[src/rtl/alu_seq.sv]
// Sequential ALU with one request in flight at a time. Most opcodes answer in one cycle.
// MUL (shift-add) and DIV (restoring division) iterate once per bit of WIDTH.
module alu_seq #(
    parameter int WIDTH = 8,
    parameter int SHW   = 3
) (
    input  logic               clk,
    input  logic               rst_n,
    input  logic               in_valid,
    output logic               in_ready,
    input  logic [3:0]         ctrl,
    input  logic [WIDTH-1:0]   a,
    input  logic [WIDTH-1:0]   b,
    input  logic [WIDTH-1:0]   imm,
    input  logic [SHW:0]       shamt,
    output logic               out_valid,
    input  logic               out_ready,
    output logic [2*WIDTH-1:0] y,
    output logic               zero,
    output logic               carry,
    output logic               dbz,
    output logic               illegal,
    output logic [1:0]         fsm_state
);

    // Handshake: a request transfers on a rising edge where in_valid && in_ready.
    // A result transfers on a rising edge where out_valid && out_ready. in_ready is
    // high only in IDLE, so requests offered at any other time are dropped, not queued.
    typedef enum logic [1:0] {
        IDLE = 2'd0,
        CALC = 2'd1,
        DONE = 2'd2
    } state_t;

    localparam logic [SHW:0]   WIDTH_S = (SHW+1)'(WIDTH);
    localparam logic [SHW-1:0] LAST    = SHW'(WIDTH - 1);

    state_t state_q, state_d;

    logic [2*WIDTH-1:0] acc, mcand;
    logic [WIDTH-1:0]   op_b, rem, quo;
    logic               is_div;
    logic [SHW-1:0]     cnt;

    logic               long_op;
    logic [WIDTH-1:0]   opnd;
    logic [WIDTH:0]     add_w, sub_w;
    logic [2*WIDTH-1:0] fast_y;
    logic               fast_carry, fast_dbz, fast_ill;

    logic [2*WIDTH-1:0] mul_acc_nx, calc_y;
    logic [WIDTH:0]     div_sh;
    logic [WIDTH+1:0]   div_diff;
    logic               div_ok;
    logic [WIDTH-1:0]   rem_nx, quo_nx;

    assign in_ready  = (state_q == IDLE);
    assign out_valid = (state_q == DONE);
    assign fsm_state = state_q;
    assign long_op   = (ctrl == 4'd3) || ((ctrl == 4'd4) && (b != '0));

    // Single-cycle results, computed from the live inputs and registered on accept.
    always_comb begin
        fast_y     = '0;
        fast_carry = 1'b0;
        fast_dbz   = 1'b0;
        fast_ill   = 1'b0;
        opnd       = ((ctrl == 4'd9) || (ctrl == 4'd10)) ? imm : b;
        add_w      = {1'b0, a} + {1'b0, opnd};
        sub_w      = {1'b0, a} - {1'b0, opnd};
        case (ctrl)
            4'd0: fast_y[WIDTH-1:0] = a & b;
            4'd1: fast_y[WIDTH-1:0] = a | b;
            4'd2: fast_y[WIDTH-1:0] = ~a;
            4'd3: ;
            4'd4: begin
                fast_y   = {a, {WIDTH{1'b1}}};
                fast_dbz = 1'b1;
            end
            4'd5: if (shamt < WIDTH_S) fast_y[WIDTH-1:0] = a >> shamt;
            4'd6: if (shamt < WIDTH_S) fast_y[WIDTH-1:0] = a << shamt;
            4'd7, 4'd9: begin
                fast_y[WIDTH-1:0] = add_w[WIDTH-1:0];
                fast_carry        = add_w[WIDTH];
            end
            4'd8, 4'd10: begin
                fast_y[WIDTH-1:0] = sub_w[WIDTH-1:0];
                fast_carry        = sub_w[WIDTH];
            end
            default: fast_ill = 1'b1;
        endcase
    end

    // One iteration of each algorithm; the trial subtraction's top bit is the borrow.
    always_comb begin
        mul_acc_nx = acc + (op_b[0] ? mcand : '0);
        div_sh     = {rem, quo[WIDTH-1]};
        div_diff   = {1'b0, div_sh} - {2'b00, op_b};
        div_ok     = ~div_diff[WIDTH+1];
        rem_nx     = div_ok ? div_diff[WIDTH-1:0] : div_sh[WIDTH-1:0];
        quo_nx     = {quo[WIDTH-2:0], div_ok};
        calc_y     = is_div ? {rem_nx, quo_nx} : mul_acc_nx;
    end

    always_comb begin
        state_d = state_q;
        case (state_q)
            IDLE: if (in_valid) state_d = long_op ? CALC : DONE;
            CALC: if (cnt == LAST) state_d = DONE;
            DONE: if (out_ready) state_d = IDLE;
            default: state_d = IDLE;
        endcase
    end

    always_ff @(posedge clk or negedge rst_n) begin
        if (!rst_n) state_q <= IDLE;
        else        state_q <= state_d;
    end

    always_ff @(posedge clk or negedge rst_n) begin
        if (!rst_n) begin
            acc     <= '0;
            mcand   <= '0;
            op_b    <= '0;
            rem     <= '0;
            quo     <= '0;
            is_div  <= 1'b0;
            cnt     <= '0;
            y       <= '0;
            zero    <= 1'b0;
            carry   <= 1'b0;
            dbz     <= 1'b0;
            illegal <= 1'b0;
        end else begin
            case (state_q)
                IDLE: if (in_valid) begin
                    if (long_op) begin
                        acc    <= '0;
                        mcand  <= {{WIDTH{1'b0}}, a};
                        op_b   <= b;
                        rem    <= '0;
                        quo    <= a;
                        is_div <= (ctrl == 4'd4);
                        cnt    <= '0;
                    end else begin
                        y       <= fast_y;
                        zero    <= (fast_y == '0);
                        carry   <= fast_carry;
                        dbz     <= fast_dbz;
                        illegal <= fast_ill;
                    end
                end
                CALC: begin
                    cnt <= cnt + 1'b1;
                    if (is_div) begin
                        rem <= rem_nx;
                        quo <= quo_nx;
                    end else begin
                        acc   <= mul_acc_nx;
                        mcand <= mcand << 1;
                        op_b  <= op_b >> 1;
                    end
                    // Publish on the last iteration so DONE sees a settled result.
                    if (cnt == LAST) begin
                        y       <= calc_y;
                        zero    <= (calc_y == '0);
                        carry   <= 1'b0;
                        dbz     <= 1'b0;
                        illegal <= 1'b0;
                    end
                end
                default: ;
            endcase
        end
    end

endmodule
[config.mk]
export PLATFORM = sky130hd
export DESIGN_NAME = alu_seq
export DESIGN_NICKNAME = d
export VERILOG_FILES = /design/src/rtl/alu_seq.sv
export SDC_FILE = /design/constraint.sdc
export NUM_CORES = 1
export LEC_CHECK = 0
export CORE_ASPECT_RATIO = 2
export CORE_MARGIN = 10
export CORE_UTILIZATION = 45
export CTS_CLUSTER_SIZE = 14
export DETAILED_ROUTE_END_ITERATION = 6
export PLACE_DENSITY = 0.68
export SLEW_MARGIN = 10
export SYNTH_ARGS = -nofsm -noshare
export SYNTH_HDL_FRONTEND = slang
export SYNTH_SLANG_ARGS = --single-unit
[constraint.sdc]
create_clock -name clk -period 8.2 [get_ports clk]
set_input_delay 2.05 -clock clk [delete_from_list [all_inputs] [get_ports clk]]
set_output_delay 2.05 -clock clk [all_outputs]
set_load 0.005 [all_outputs]
==> impl_metrics.toml, run 1 <==
[floorplanning]
die_y_microns = 195
io_pins = 60
initial_core_util = 0.460
die_w_microns = 107
core-area_sq_um = 14900
die_area_sq_um = 20900
num_rows = 63

[finish]
drive_above_1_share = 0.0757
mostFrequentLayoutCell = "nand2_1"
num-nets-final = 924
area_delta_synth_final_pct = 14.9
layout_common_cells = "nand2_1, dfrtp_1, a21oi_1"
n_fill_cell = 1384
postLayoutCoreUtil = 0.529
diodes = 0

[global_route]
track_usage = 0.217
grt_max_degree = 76
grt_pass1_vias = 6450
grt_pass1_wl_mm = 35.7
antenna_found_initial = 0
overflow = 0

[logic_synthesis]
netlist_area_sq_um = 6860
synth-simple-area-share = 0.181
synth_cell_type_count = 86
synth_fp_nets = 891
synth_top_family_by_area = "compound AO/OA/AOI/OAI gates"
postSynth.asyncResetShare = 1.00
ys_ff_latch = 82
netlist_instances = 808
synthMuxAreaShare = 0.0662
ys_seq_area_frac = 0.299
synth_edf_count = 0
synth_fa_ha_area_frac = 0.0916
yosysWarnings = 0
synth_xor_area_frac = 0.0217
synth_ff_type = "dfrtp_1"
synth_compound_gate_area_share = 0.284
postSynthAreaPerCell_sq_um = 8.49

[setup_path]
cp_max_fo = 17
crit_path_cell_trace = "clkdlybuf4s50_1 -> clkinv_1 -> nor3_1 -> buf_4 -> mux2_2 -> ha_1 -> and3_1 -> a2111o_1 -> a21o_1 -> a21oi_2 -> xor2_1 -> o221ai_2 -> o41a_1 -> o21ai_2"
r2r-start = "op_b[0]$_DFFE_PN0P_"
cp_slowest_cell = "clkdlybuf4s50_1"
cp-startpoint = "ctrl[3]"
crit_arrival_ns = 6.53
start_kind = "primary input"
critPathRequiredTime_ns = 8.48
crit_family = "buffers and inverters"
path_class = "in -> reg"
cpPeakStageDelay_ns = 0.91
critPathCaptureType = "register"
path_buf_inv = 3

[clock_network]
cts_tree = "done"
cts_made_buffers = 9
path_clk_slew_ns = 0.06
clock_sinks = 82
ctsHoldBuffers = 0
clock-root-buffer = "clkbuf_16"
htreeDepth = 3
clock_path_buffers = 2
clkLatencyLatePin_ns = 0.35
ctsResizeCount = 0
postCtsSetupRepairBufs = 0

[drt]
drt-initial-drc-count = 365
routed_via_density = 6.24
dr.pass1.iters = 5
wirelength_mm = 22.8
drc_errors = 0
vias = 6487
ant_nets = 0
wire_per_inst_microns = 21.9

[worst_hold_path]
hold_path.class = "reg -> reg"
hp-start = "dbz$_DFFE_PN0P_"

[power_and_ir_drop]
power.density_nw_per_um2 = 262
power.leakage_nw = 3.55
finalPower_mw = 2.06
ir_worst_vdd_v = 0.000146

[sta]
rsz0062_at_grt = "no"
whs_ns = 0.474
relSlewSlack = 0.316
layout_min_cycle_time_ns = 6.25
hold_violations = 0
worstMarginPinSlew_ns = 1.00
setup_violations = 0
fmax_ghz = 0.160
slew_viol_final = 0
fin_skew_ns = 0.00706
fin_setup_tns_ns = 0
min_period_over_period = 0.762

[place]
port_buffers = 59
dpl.hpwl_mm = 17.4
gp_congestion = 0.998

[run_status]
status = "finished clean"

[run]
max_cap_viol_count = 0
## synth_stat cells (11+ instances only)
library cell,count,area (sq um)
ha_1,43,538
nor2_1,54,203
and2_1,29,181
mux2i_1,24,240
a211oi_1,14,105
a221oi_1,16,140
a21oi_1,59,295
o21ai_0,58,290
inv_1,39,146
clkbuf_1,25,93.8
a21o_1,18,135
buf_2,13,65.1
dfrtp_1,82,2050
nand3_1,11,55.1
nand2_1,86,323
a22o_1,23,201
nor3_1,16,80.1
## metal layers
metal / up-vias / track usage / wire length, microns
met1: 3115 / 0.218 / 8070
met2: 235 / 0.392 / 12300
met4: 0 / 0.154 / 1560
met5: - / 0 / 0
met3: 90 / 0.0285 / 853
li1: 3047 / - / -
## final cells by class
class | count | area [sq um] | share of cell area
tap | 195 | 244 | 0.0309
clock inverter | 2 | 35.0 | 0.00444
sequential | 82 | 2050 | 0.260
multi-input combinational | 635 | 4440 | 0.564
timing repair buffer | 72 | 686 | 0.0870
inverter | 41 | 154 | 0.0195
clock buffer | 13 | 270 | 0.0343
## sequential cells by signal, summed over array words and instances, names as in the netlist
| name | flops |
|---|---|
| acc | 16 |
| mcand | 16 |
| y | 16 |
| op_b | 8 |
| quo | 8 |
| rem | 8 |
| cnt | 3 |
| fsm_state | 2 |
| carry | 1 |
| dbz | 1 |
| illegal | 1 |
| is_div | 1 |
| zero | 1 |
## final timing paths
check | endpoint | slack, ns | cells past startpoint
worst max register to register | y[8]$_DFFE_PN0P_ | 4.55 | 10
max in group asynchronous | y[8]$_DFFE_PN0P_ | 5.51 | 2
worst max-delay path | zero$_DFFE_PN0P_ | 1.95 | 14
worst min-delay path | dbz$_DFFE_PN0P_ | 0.47 | 2
min in group asynchronous | cnt[0]$_DFFE_PN0P_ | 1.50 | 1
worst min register to register | dbz$_DFFE_PN0P_ | 0.47 | 2
## kinds of logic (layout without fill, tap and decap cells)
kind of cell / count (synthesis) / count (layout)
AND/OR/NAND/NOR: 251 / 251
adder cells (fa/ha/maj): 48 / 48
flip-flops: 82 / 82
XOR/XNOR: 17 / 17
multiplexers: 38 / 38
buffers and inverters: 91 / 128
AO/OA/AOI/OAI: 281 / 281
## where the power goes
group          internal [mW]  total (mW)  switching, mW
Sequential             0.546       0.672          0.126
Clock                  0.259       0.426          0.167
Combinational          0.428       0.964          0.536
## worst reg2reg max path: stages (launching register included)
cell and delay [ns]:
dfrtp_1 0.60, and2_1 0.26, ha_1 0.20, fa_1 0.42, a21o_1 0.21, a22oi_1 0.30
a21oi_1 0.14, xnor2_1 0.27, nor3_1 0.13, a2111oi_0 0.90, nor2_1 0.08
## per-stage QoR
| stage | instances | setup slack (ns) | area [sq um] |
|---|---|---|---|
| after floorplan | 808 | 2.78 | 6860 |
| after global placement | 1025 | 1.68 | 7580 |
| after detailed placement | 1025 | 1.63 | 7580 |
| after CTS | 1040 | 1.99 | 7880 |
| after global routing | 1040 | 1.67 | 7880 |
| final | 1040 | 1.95 | 7880 |
Power figures use the tool's default switching activity.
==> inputs of run 2 (changes only) <==
clock period = 6.4 ns   (was 8.2 ns; I/O delays follow)
==> impl_metrics.toml, run 2 (synthesis results as in run 1) <==
[place]
place_area_sq_um = 7610
port_buffers = 59
dpl.hpwl_mm = 17.8
pre_cts_slack_ns = 1.02
gp_congestion = 0.966

[floorplanning]
die_area_sq_um = 20900
core-area_sq_um = 14900
die_y_microns = 195
io_pins = 60
die_w_microns = 107
num_rows = 63
initial_core_util = 0.460

[drt]
wire_per_inst_microns = 22.0
routed_via_density = 6.19
wirelength_mm = 22.9
dr.pass1.iters = 6
drt-initial-drc-count = 418
ant_nets = 0
vias = 6457
drc_errors = 0

[setup_path]
cp-startpoint = "ctrl[3]"
cp_max_fo = 13
r2r_cells = 10
crit_arrival_ns = 5.32
r2r-start = "op_b[0]$_DFFE_PN0P_"
rr_endpoint = "y[8]$_DFFE_PN0P_"
endpoint = "zero$_DFFE_PN0P_"
path_class = "in -> reg"
critPathCaptureType = "register"
critPathRequiredTime_ns = 6.68
r2r_slack_ns = 2.69
start_kind = "primary input"

[power_and_ir_drop]
power.density_nw_per_um2 = 331
ir_worst_vdd_v = 0.000181
power.leakage_nw = 3.56

[finish]
stdcell_area_sq_um = 7910
drive_above_1_share = 0.0814
area_delta_synth_final_pct = 15.3
diodes = 0
mostFrequentLayoutCell = "nand2_1"
n_fill_cell = 1434
layout_common_cells = "nand2_1, dfrtp_1, a21oi_1"
reg_top3 = "acc (16), mcand (16), y (16)"
num-nets-final = 928
postLayoutCoreUtil = 0.531

[global_route]
track_usage = 0.221
grt_max_degree = 57
grt_pass1_wl_mm = 36.0
grt_pass1_vias = 6452
antenna_found_initial = 0
overflow = 0

[sta]
slew_viol_final = 0
fmax_ghz = 0.199
worst_slack_ns = 1.36
hold_violations = 0
setup_violations = 0
rsz0062_at_grt = "no"
worstMarginPinSlew_ns = 1.20
fin_skew_ns = 0.0121
fin_setup_tns_ns = 0
min_period_over_period = 0.787
relSlewSlack = 0.180
layout_min_cycle_time_ns = 5.04

[worst_hold_path]
hold_path.class = "reg -> reg"

[clock_network]
htreeDepth = 3
path_clk_slew_ns = 0.06
cts_tree = "done"
clock-root-buffer = "clkbuf_16"
cts_made_buffers = 9
clock_sinks = 82
ctsResizeCount = 0
postCtsSetupRepairBufs = 0
clock_path_buffers = 2
ctsHoldBuffers = 0
clkLatencyLatePin_ns = 0.36

[run]
max_cap_viol_count = 0

[run_status]
status = "finished clean"
[run 2: worst min-delay path by stage]
stage                   startpoint  cells after the start             endpoint
3_5_place_dp       dbz$_DFFE_PN0P_                      2      dbz$_DFFE_PN0P_
3_3_place_gp       dbz$_DFFE_PN0P_                      2      dbz$_DFFE_PN0P_
6_report         y[12]$_DFFE_PN0P_                      2    y[12]$_DFFE_PN0P_
5_1_grt            dbz$_DFFE_PN0P_                      2      dbz$_DFFE_PN0P_
4_1_cts            dbz$_DFFE_PN0P_                      2      dbz$_DFFE_PN0P_
2_1_floorplan  acc[11]$_DFFE_PN0P_                      2  acc[11]$_DFFE_PN0P_
[run 2: routing by layer]
metal,wire length [microns],share of wire,vias up,global-route usage
met4,1530,0.067,0,0.145
met3,908,0.040,68,0.0348
li1,-,-,3064,-
met5,0,0,-,0
met1,7900,0.34,3126,0.218
met2,12600,0.55,199,0.405
[run 2: area by class of cell]
type | instances | area, sq um | area share
Inverter | 41 | 154 | 0.0195
Multi-Input combinational cell | 635 | 4450 | 0.563
Clock buffer | 11 | 253 | 0.0320
Clock inverter | 3 | 40.0 | 0.00506
Sequential cell | 82 | 2050 | 0.259
Tap cell | 195 | 244 | 0.0309
Timing Repair Buffer | 76 | 716 | 0.0905
[run 2: critical path, stage by stage]
cell and delay (ns):
clkdlybuf4s50_1 0.48, clkinv_1 0.06, buf_4 0.17, nor3_1 0.17
buf_4 0.21, mux2_2 0.39, ha_1 0.20, fa_1 0.43
o21bai_1 0.16, a21o_1 0.17, xnor2_1 0.17, o32ai_1 0.16
nor4_1 0.32, nand4_1 0.18, o41a_1 0.38, o21ai_2 0.07
[run 2: stage by stage]
stage | hold slack, ns | std cells | power (mW)
after floorplan | 0.455 | 808 | 1.67
after global routing | 0.523 | 1043 | 2.81
after global placement | 0.464 | 1029 | 2.08
after detailed placement | 0.472 | 1029 | 2.09
after CTS | 0.487 | 1043 | 2.63
final | 0.478 | 1043 | 2.62
[run 2: power by group]
group / internal (mW) / switching, mW
clock: 0.318 / 0.214
combinational: 0.550 / 0.686
sequential: 0.699 / 0.154
total: 1.57 / 1.05
